===== src/rtl/main_memory_arbiter_if.sv =====
// ============================================================================
// main_memory_arbiter_if : requester/memory bundle for main_memory_arbiter
// Rev 1.0 - initial release
// ============================================================================
`default_nettype none

interface main_memory_arbiter_if #(
  parameter int ADDR_W = 15,
  parameter int DATA_W = 128
);
  logic [2:0]          req;
  logic [3*ADDR_W-1:0] req_addr;
  logic [2:0]          req_wr;
  logic [8:0]          req_size;
  logic [3*DATA_W-1:0] req_wdata;
  logic [2:0]          gnt;
  logic [2:0]          dack;
  logic [2:0]          rvalid;
  logic [DATA_W-1:0]   rdata;
  logic [2:0]          done;
  logic [ADDR_W-1:0]   mem_addr;
  logic                mem_en;
  logic                mem_wr;
  logic [2:0]          mem_write_size;
  logic [2:0]          mem_src;
  logic [DATA_W-1:0]   mem_wdata;
  logic [DATA_W-1:0]   mem_rdata;

  modport slave (
    input  req, req_addr, req_wr, req_size, req_wdata, mem_rdata,
    output gnt, dack, rvalid, rdata, done,
           mem_addr, mem_en, mem_wr, mem_write_size, mem_src, mem_wdata
  );

  modport master (
    output req, req_addr, req_wr, req_size, req_wdata, mem_rdata,
    input  gnt, dack, rvalid, rdata, done,
           mem_addr, mem_en, mem_wr, mem_write_size, mem_src, mem_wdata
  );
endinterface

`default_nettype wire


===== src/rtl/main_memory_arbiter.sv =====
// ============================================================================
// main_memory_arbiter : IC/DC/DMA arbiter and beat sequencer for main memory.
// Option macro ARB_ROUND_ROBIN_EN selects rotating priority (default DC>IC>DMA).
// Rev 1.0 - initial release
// ============================================================================
`default_nettype none

module main_memory_arbiter #(
  parameter int LATENCY = 4,
  parameter int ADDR_W  = 15,
  parameter int DATA_W  = 128
) (
  input  logic                 clk,
  input  logic                 clr,
  main_memory_arbiter_if.slave bus
);
  localparam int CNT_W = $clog2(LATENCY) + 1;
  localparam logic [CNT_W-1:0] CNT_LAST = CNT_W'(LATENCY - 1);

  localparam logic [1:0] S_IDLE   = 2'd0;
  localparam logic [1:0] S_ACCESS = 2'd1;
  localparam logic [1:0] S_DONE   = 2'd2;

  logic [1:0]        state;
  logic [1:0]        owner;
  logic [ADDR_W-1:0] addr;
  logic              wr;
  logic [2:0]        size;
  logic              two_beat;
  logic              beat;
  logic [CNT_W-1:0]  cnt;
  logic [2:0]        rvalid_q;
  logic [2:0]        dack_q;
  logic [DATA_W-1:0] rdata_q;
  logic [2:0]        owner_oh;
  logic [1:0]        win;

  logic [ADDR_W-1:0] src_addr  [3];
  logic [2:0]        src_size  [3];
  logic [DATA_W-1:0] src_wdata [3];

  for (genvar i = 0; i < 3; i++) begin : g_unpack
    assign src_addr[i]  = bus.req_addr[i*ADDR_W +: ADDR_W];
    assign src_size[i]  = bus.req_size[i*3 +: 3];
    assign src_wdata[i] = bus.req_wdata[i*DATA_W +: DATA_W];
  end

`ifdef ARB_ROUND_ROBIN_EN
  logic [1:0] ptr;

  function automatic logic [1:0] mod3_add(input logic [1:0] p, input logic [1:0] k);
    logic [2:0] s;
    s = {1'b0, p} + {1'b0, k};
    if (s >= 3'd3) s = s - 3'd3;
    return s[1:0];
  endfunction

  // Walk from the farthest candidate back to ptr so the nearest requester wins.
  always_comb begin
    win = ptr;
    for (int k = 2; k >= 0; k--) begin
      if (bus.req[mod3_add(ptr, 2'(k))]) win = mod3_add(ptr, 2'(k));
    end
  end

  always_ff @(posedge clk) begin
    if (clr)                  ptr <= 2'd1;
    else if (state == S_DONE) ptr <= mod3_add(owner, 2'd1);
  end
`else
  always_comb begin
    if (bus.req[1])      win = 2'd1;
    else if (bus.req[0]) win = 2'd0;
    else                 win = 2'd2;
  end
`endif

  assign owner_oh = 3'b001 << owner;

  always_ff @(posedge clk) begin
    if (clr) begin
      state    <= S_IDLE;
      owner    <= 2'd0;
      addr     <= '0;
      wr       <= 1'b0;
      size     <= 3'd0;
      two_beat <= 1'b0;
      beat     <= 1'b0;
      cnt      <= '0;
      rvalid_q <= 3'd0;
      dack_q   <= 3'd0;
      rdata_q  <= '0;
    end else begin
      rvalid_q <= 3'd0;
      dack_q   <= 3'd0;
      case (state)
        S_IDLE: begin
          if (|bus.req) begin
            owner <= win;
            wr    <= bus.req_wr[win];
            size  <= src_size[win];
            beat  <= 1'b0;
            cnt   <= '0;
            state <= S_ACCESS;
            if (src_size[win] == 3'd0) begin
              two_beat <= 1'b1;
              addr     <= {src_addr[win][ADDR_W-1:5], 5'd0};
            end else begin
              two_beat <= 1'b0;
              addr     <= src_addr[win];
            end
          end
        end
        S_ACCESS: begin
          cnt <= cnt + CNT_W'(1);
          if (cnt == CNT_LAST) begin
            if (wr) begin
              dack_q <= owner_oh;
            end else begin
              rvalid_q <= owner_oh;
              rdata_q  <= bus.mem_rdata;
            end
            if (two_beat && !beat) begin
              beat <= 1'b1;
              cnt  <= '0;
            end else begin
              state <= S_DONE;
            end
          end
        end
        S_DONE:  state <= S_IDLE;
        default: state <= S_IDLE;
      endcase
    end
  end

  // Memory pins are driven only while a beat is in flight, so idle/reset reads as all-zero.
  always_comb begin
    bus.gnt            = (state != S_IDLE) ? owner_oh : 3'd0;
    bus.done           = (state == S_DONE) ? owner_oh : 3'd0;
    bus.dack           = dack_q;
    bus.rvalid         = rvalid_q;
    bus.rdata          = rdata_q;
    bus.mem_en         = 1'b0;
    bus.mem_wr         = 1'b0;
    bus.mem_addr       = '0;
    bus.mem_write_size = 3'd0;
    bus.mem_src        = 3'd0;
    bus.mem_wdata      = '0;
    if (state == S_ACCESS) begin
      bus.mem_en         = 1'b1;
      bus.mem_wr         = wr;
      bus.mem_addr       = two_beat ? {addr[ADDR_W-1:5], beat, addr[3:0]} : addr;
      bus.mem_write_size = size;
      bus.mem_src        = {1'b0, owner};
      bus.mem_wdata      = src_wdata[owner];
    end
  end
endmodule

`default_nettype wire


===== src/flat_wrapper.sv =====
// flat-port wrapper written by rule: the top's interface ports become plain ports
module main_memory_arbiter_flat 
#(
  parameter int LATENCY = 4,
  parameter int ADDR_W  = 15,
  parameter int DATA_W  = 128
)
  (clk, clr, bus_req, bus_req_addr, bus_req_wr, bus_req_size, bus_req_wdata, bus_mem_rdata, bus_gnt, bus_dack, bus_rvalid, bus_rdata, bus_done, bus_mem_addr, bus_mem_en, bus_mem_wr, bus_mem_write_size, bus_mem_src, bus_mem_wdata);
  main_memory_arbiter_if #(.ADDR_W(ADDR_W), .DATA_W(DATA_W)) bus_i ();
  input  logic clk;
  input  logic clr;
  input wire logic [$bits(bus_i.req)-1:0] bus_req;
  input wire logic [$bits(bus_i.req_addr)-1:0] bus_req_addr;
  input wire logic [$bits(bus_i.req_wr)-1:0] bus_req_wr;
  input wire logic [$bits(bus_i.req_size)-1:0] bus_req_size;
  input wire logic [$bits(bus_i.req_wdata)-1:0] bus_req_wdata;
  input wire logic [$bits(bus_i.mem_rdata)-1:0] bus_mem_rdata;
  output wire logic [$bits(bus_i.gnt)-1:0] bus_gnt;
  output wire logic [$bits(bus_i.dack)-1:0] bus_dack;
  output wire logic [$bits(bus_i.rvalid)-1:0] bus_rvalid;
  output wire logic [$bits(bus_i.rdata)-1:0] bus_rdata;
  output wire logic [$bits(bus_i.done)-1:0] bus_done;
  output wire logic [$bits(bus_i.mem_addr)-1:0] bus_mem_addr;
  output wire logic [$bits(bus_i.mem_en)-1:0] bus_mem_en;
  output wire logic [$bits(bus_i.mem_wr)-1:0] bus_mem_wr;
  output wire logic [$bits(bus_i.mem_write_size)-1:0] bus_mem_write_size;
  output wire logic [$bits(bus_i.mem_src)-1:0] bus_mem_src;
  output wire logic [$bits(bus_i.mem_wdata)-1:0] bus_mem_wdata;
  assign bus_i.req = bus_req;
  assign bus_i.req_addr = bus_req_addr;
  assign bus_i.req_wr = bus_req_wr;
  assign bus_i.req_size = bus_req_size;
  assign bus_i.req_wdata = bus_req_wdata;
  assign bus_i.mem_rdata = bus_mem_rdata;
  assign bus_gnt = bus_i.gnt;
  assign bus_dack = bus_i.dack;
  assign bus_rvalid = bus_i.rvalid;
  assign bus_rdata = bus_i.rdata;
  assign bus_done = bus_i.done;
  assign bus_mem_addr = bus_i.mem_addr;
  assign bus_mem_en = bus_i.mem_en;
  assign bus_mem_wr = bus_i.mem_wr;
  assign bus_mem_write_size = bus_i.mem_write_size;
  assign bus_mem_src = bus_i.mem_src;
  assign bus_mem_wdata = bus_i.mem_wdata;
  main_memory_arbiter #(.LATENCY(LATENCY), .ADDR_W(ADDR_W), .DATA_W(DATA_W)) u_core (.clk(clk), .clr(clr), .bus(bus_i));
endmodule

===== config.mk =====
export PLATFORM = sky130hd
export DESIGN_NAME = main_memory_arbiter_flat
export DESIGN_NICKNAME = d
export VERILOG_FILES = /design/src/rtl/main_memory_arbiter_if.sv /design/src/rtl/main_memory_arbiter.sv /design/src/flat_wrapper.sv
export SDC_FILE = /design/constraint.sdc
export NUM_CORES = 1
export LEC_CHECK = 0
export ABC_AREA = 0
export CORE_AREA = 2 2 336 338
export DETAILED_ROUTE_END_ITERATION = 7
export DIE_AREA = 0 0 338 340
export GPL_TIMING_DRIVEN = 0
export SLEW_MARGIN = 20
export SYNTH_ARGS = -nofsm -noshare
export SYNTH_HDL_FRONTEND = slang
export SYNTH_SLANG_ARGS = --single-unit

===== constraint.sdc =====
create_clock -name clk -period 2.3 [get_ports clk]
set_clock_uncertainty 0.15 [all_clocks]
set_input_delay 0.345 -clock clk [delete_from_list [all_inputs] [get_ports clk]]
set_output_delay 0.345 -clock clk [all_outputs]
set_load 0.005 [all_outputs]

# [Word-level counts from Yosys, hierarchy flattened]
# Cells that the tools add are included.
[totals] register_bits=162 out_inout_bits=291 wordCells=78
[classes] addsub=1 n_reduce_logical=14 magnitude_cmp=3 n_bitwise=5 n_shift=1 eq_ne=7 n_mux=36
[ops] operator="128-bit two-way mux" n=3
[ops] operator="128-bit binary-select mux with 2-bit select" n=1
[ops] operator="15-bit two-way mux" n=3
[ops] operator="15-bit binary-select mux with 2-bit select" n=1
[ops] operator="3-bit two-way mux" n=8
[ops] operator="2-bit two-way mux" n=6
[ops] operator="5-bit two-way mux" n=2
[ops] operator="4-bit OR reduction" n=2
[ops] operator="1-bit two-way mux" n=7
[ops] operator="3-bit binary-select mux with 2-bit select" n=1
[ops] operator="3-bit >= comparator (second input constant)" n=2
[ops] operator="2-bit by 1-bit inequality test with 1-bit output (second input constant)" n=3
[ops] operator="2-bit NOT with 3-bit output" n=2
[ops] operator="3-bit case mux with 2 select lines" n=1
[ops] operator="3-bit AND reduction" n=2
[ops] operator="2-bit case mux with 2 select lines" n=1
[ops] operator="2-bit AND reduction" n=2
[ops] operator="4-bit AND reduction" n=1
[ops] operator="2-bit nonzero test" n=2
[ops] operator="3-bit by 1-bit adder with 3-bit output (second input constant)" n=1
[ops] operator="3-bit by 2-bit equality test with 1-bit output (second input constant)" n=1
[ops] operator="3-bit logical NOT" n=1
[ops] operator="2-bit by 3-bit < comparator with 1-bit output (second input constant)" n=1
[ops] operator="1-bit NOT" n=3
[ops] operator="other kinds (10)" n=10

# [Depth between registers and ports, before layout]
# Gate-level depths: netlist of the first run.
[depth] ltp_word=8 ltp_mapped=7 depth_no_buf=5

# [Worst setup path before layout of the first run]
# OpenSTA, ideal clock, no wires.
[synth_timing] path_kind="reg2out" from="reg u_core.owner[0]" to="out bus_mem_wdata[107]" path_slack_ns=0.566 stages_incl_launch_ff=8 arrival_time_ns=1.239 path_cell_list="dfxtp_1 -> buf_2 -> buf_4 -> buf_4 -> mux2i_1 -> nor2_1 -> a21oi_1 -> nor2_1"
[synth_between] elab_chain_len=5
[synth_lines] element="start, declared" line_no="main_memory_arbiter.sv:25" rtl="logic [1:0] owner;"
[synth_lines] element="start signal, assigned" line_no="main_memory_arbiter.sv:99" rtl="owner <= win;"
[synth_lines] element="2-bit NOT with 3-bit output (implied by the code)" line_no="main_memory_arbiter.sv:156" rtl="bus.mem_wdata = src_wdata[owner];"
[synth_lines] element="128-bit binary-select mux with 2-bit select" line_no="main_memory_arbiter.sv:156"
[synth_lines] element="128-bit two-way mux (implied by the code) (2 in a row)" line_no="main_memory_arbiter.sv:156"
[synth_lines] element="128-bit two-way mux" line_no="main_memory_arbiter.sv:150" rtl="if (state == S_ACCESS) begin"
[synth_lines] element="end, declared" line_no="flat_wrapper.sv:28" rtl="output wire logic [$bits(bus_i.mem_wdata)-1:0] bus_mem_wdata;"
# Every way passes these cells. The select of a mux whose other input is x is not followed.

# [Worst setup path in the final report of the first run]
[layout_timing] from="reg u_core.owner[0]" to="out bus_mem_wdata[88]"
# Same word-level chain as after synthesis.

==> results of run 1 <==
## layout make-up
class / count / area [sq um] / area share (%)
tap: 1500 / 1880 / 8.29
clock inverter: 13 / 168 / 0.741
inverter: 1 / 16.3 / 0.0719
clock buffer: 19 / 433 / 1.91
sequential: 162 / 3250 / 14.4
timing repair buffer: 971 / 9500 / 42.0
multi-input combinational: 1082 / 6160 / 27.2
buffer: 117 / 1160 / 5.12
antenna: 26 / 65.1 / 0.287
## Yosys cell counts (all sizes together), types with 2 or more instances
cell,number
nor4,2
and2,20
a22oi,2
nor3,13
nand2b,8
nand2,306
or3,4
a21oi,276
mux2i,153
nand3,2
nor2,269
clkbuf,47
buf,71
o21ai,19
dfxtp,162
## routing by layer
| metal | part of all wire, % | GRT usage [%] |
|---|---|---|
| met2 | 47 | 25.6 |
| met5 | 0.15 | 0 |
| met1 | 37 | 16.5 |
| met4 | 5.9 | 10.1 |
| met3 | 10 | 5.75 |
## cells in the final DEF, fill, tap and decap left out, types with 11 or more instances in the layout
cell,instances
dfxtp_1,158
nor2_2,22
and2_4,14
buf_12,37
buf_8,13
buf_4,66
nand2_1,306
clkbuf_2,29
nor2_1,233
mux2i_1,137
clkdlybuf4s50_1,706
mux2i_2,11
buf_6,53
clkbuf_16,28
nor2_4,14
clkbuf_1,23
buf_2,117
nor3_1,12
diode_2,26
a21oi_1,211
a21oi_2,61
o21ai_0,16
## timing repair
action	in CTS	in global routing
setup buffers	60	37
gates resized for setup	799	229
pin swaps	50	54
endpoints found under the setup margin	292	263
gates cloned	9	4
hold buffers	0	0
## kinds of logic (layout without fill, tap and decap cells)
family,count (synthesis),count (layout),synth area share (%)
compound gates,301,301,16.4
fa+ha+maj,1,1,0.134
buf+inv,119,1121,5.88
flops,162,162,34.7
mux,153,153,16.4
other cells,1,27,0.0402
simple gates,626,626,26.4
## metrics by stage
stage,instance area (sq um),setup slack [ns]
after global routing,22600,-0.464
after floorplan,9340,0.566
after CTS,22000,-0.452
after global placement,19800,-1.61
after detailed placement,19800,-1.28
final,22600,-0.405
## worst max-delay path by stage
| stage | from | endpoint | slack (ns) | depth (start not counted) |
|---|---|---|---|---|
| 3_3_place_gp | u_core.owner[1] | bus_mem_wdata[85] | -1.61 | 6 |
| 4_1_cts | u_core.owner[0] | bus_mem_wdata[126] | -0.45 | 7 |
| 6_report | u_core.owner[0] | bus_mem_wdata[88] | -0.41 | 9 |
| 2_1_floorplan | u_core.owner[0] | bus_mem_wdata[107] | 0.57 | 7 |
| 3_5_place_dp | u_core.owner[1] | bus_mem_wdata[85] | -1.28 | 7 |
| 5_1_grt | u_core.owner[0] | bus_mem_wdata[84] | -0.46 | 9 |
## state kept, by name, summed over array words and instances, names as in the netlist
name / count
u_core.cnt: 3
u_core.addr: 15
u_core.beat: 1
u_core.owner: 2
u_core.two_beat: 1
u_core.bus.rdata: 128
u_core.bus.rvalid: 3
u_core.wr: 1
u_core.size: 3
u_core.bus.dack: 3
u_core.state: 2
## where the power goes
group	internal (mW)	switching, mW
Combinational	1.95	1.61
Sequential	2.84	0.0303
Clock	1.65	1.61
Total	6.44	3.25
## critical path, cell delays in order, from the launching register on
cell	delay, ns
dfxtp_4	0.40
buf_12	0.15
buf_12	0.15
buf_12	0.13
buf_4	0.11
mux2i_2	0.22
nor2_1	0.08
a21oi_2	0.21
nor2_1	0.08
buf_4	0.17
==> impl_metrics.csv, run 1 <==
group,metric,value,unit
run,drv_cap,0,
critical_path,rr_startpoint,"u_core.state[1]",
timing,fin_ws,-0.405,ns
pwr,p_leak,8.49,nW
synth,synth_edf_count,0,
synth,synth-warning-count,0,
place,dp.cells,3725,
outcome,status,"complete, but fails checks",
final_layout,area_growth,142,%
synth,synth.top_cell.area_share,34.7,%
synth,synth_ff_type,"dfxtp_1",
timing,setup_tns,-29.33,ns
global_route,overflow,0,
min_path,min_to,"u_core.bus.rdata[54]",
clock_network,cts_made_buffers,17,
timing,hold_violations,0,
critical_path,critical_path_arrival,2.21,ns
critical_path,required,1.80,ns
timing,min_period_over_period,118,%
die,num_io_pins,865,
synth,synth_seq_cells,162,
global_route,grt_max_degree,17,
route,vias_per_cell,3.62,
synth,async_reset_ff_share,0,%
timing,final.min_clock_period,2.71,ns
critical_path,r2r_slack,0.09,ns
die,die_x,338,um
final_layout,drive_gt1_share,21.9,%
final_layout,nets,2927,
final_layout,nFillCells,12501,
synth,yosys.area.top_type,"dfxtp_1",
timing,fin_hold_ws,0.234,ns
global_route,grtUsageTotal,15.5,%
timing,timing.fmax,0.370,GHz
synth,syn_avg_cell_area,6.85,sq um
critical_path,crit_path_end_kind,"output port",
pwr,p_total,9.70,mW
place,gp_congestion,0.972,
synth,synth.distinct_cells,31,
die,core-area,112000,sq um
route,drtAntennaViolNets,0,
synth,syn_nets,1938,
timing,slew_headroom,28.3,%
synth,synth_cells,1363,
route,remaining_drc_errors,0,
clock_network,clock-sinks,162,
synth,synth_area_leaders,"dfxtp_1 (35%), mux2i_1 (16%), a21oi_1 (15%)",
synth,mappedNetlistArea,9340,sq um
clock_network,clk_path_buf_depth,2,
global_route,antenna_found_initial,55,
min_path,holdPathStages,3,
global_route,grt_pass1_wl,119,mm
route,drtIter0Drc,845,
die,fp.dieArea,115000,sq um
place,dp_hpwl,78.1,mm
pwr,powerDensity,429,nW/um^2
die,fp-row-count,123,
die,die_h,340,um
synth,yosysSeqAreaShare,34.7,%
critical_path,worstSetupPathType,"reg2out",
min_path,hp-start,"bus_mem_rdata[54]",
final_layout,final_cell_count_no_fill,3891,
clock_network,cts_tree,"yes",
outcome,violations,"setup timing",
critical_path,start_kind,"register",
route,post_drt_wl_per_cell,24.2,um
clock_network,htree_levels,4,
place,portBuffers,862,
critical_path,reg2reg_depth,6,
route,num_vias,14082,
clock_network,insertion_delay,0.48,ns
timing,finalSetupViolations,155,
route,postRouteWirelength,94.1,mm
timing,tightest_slew,1.08,ns
global_route,grt_pass1_vias,14049,
pwr,ir_worst_vdd,0.641,mV
clock_network,cts-root-buf,"clkbuf_16",
route,drtPass1Iterations,5,
clock_network,path_clk_slew,0.11,ns
critical_path,path_max_fanout,8,
critical_path,r2r-end,"u_core.addr[11]",
die,start_util,8.37,%
timing,rsz0062_at_grt,"true",
final_layout,final_core_util,20.3,%
timing,slew_viol_final,0,
min_path,hold_path_class,"in2reg",
(Power assumes the default switching activity.)
==> run 2, diff against run 1 <==
- CAP_MARGIN: not set -> 20
==> results of run 2 <==
Same layout as run 1: the final DEF is identical, and so are final timing and power.
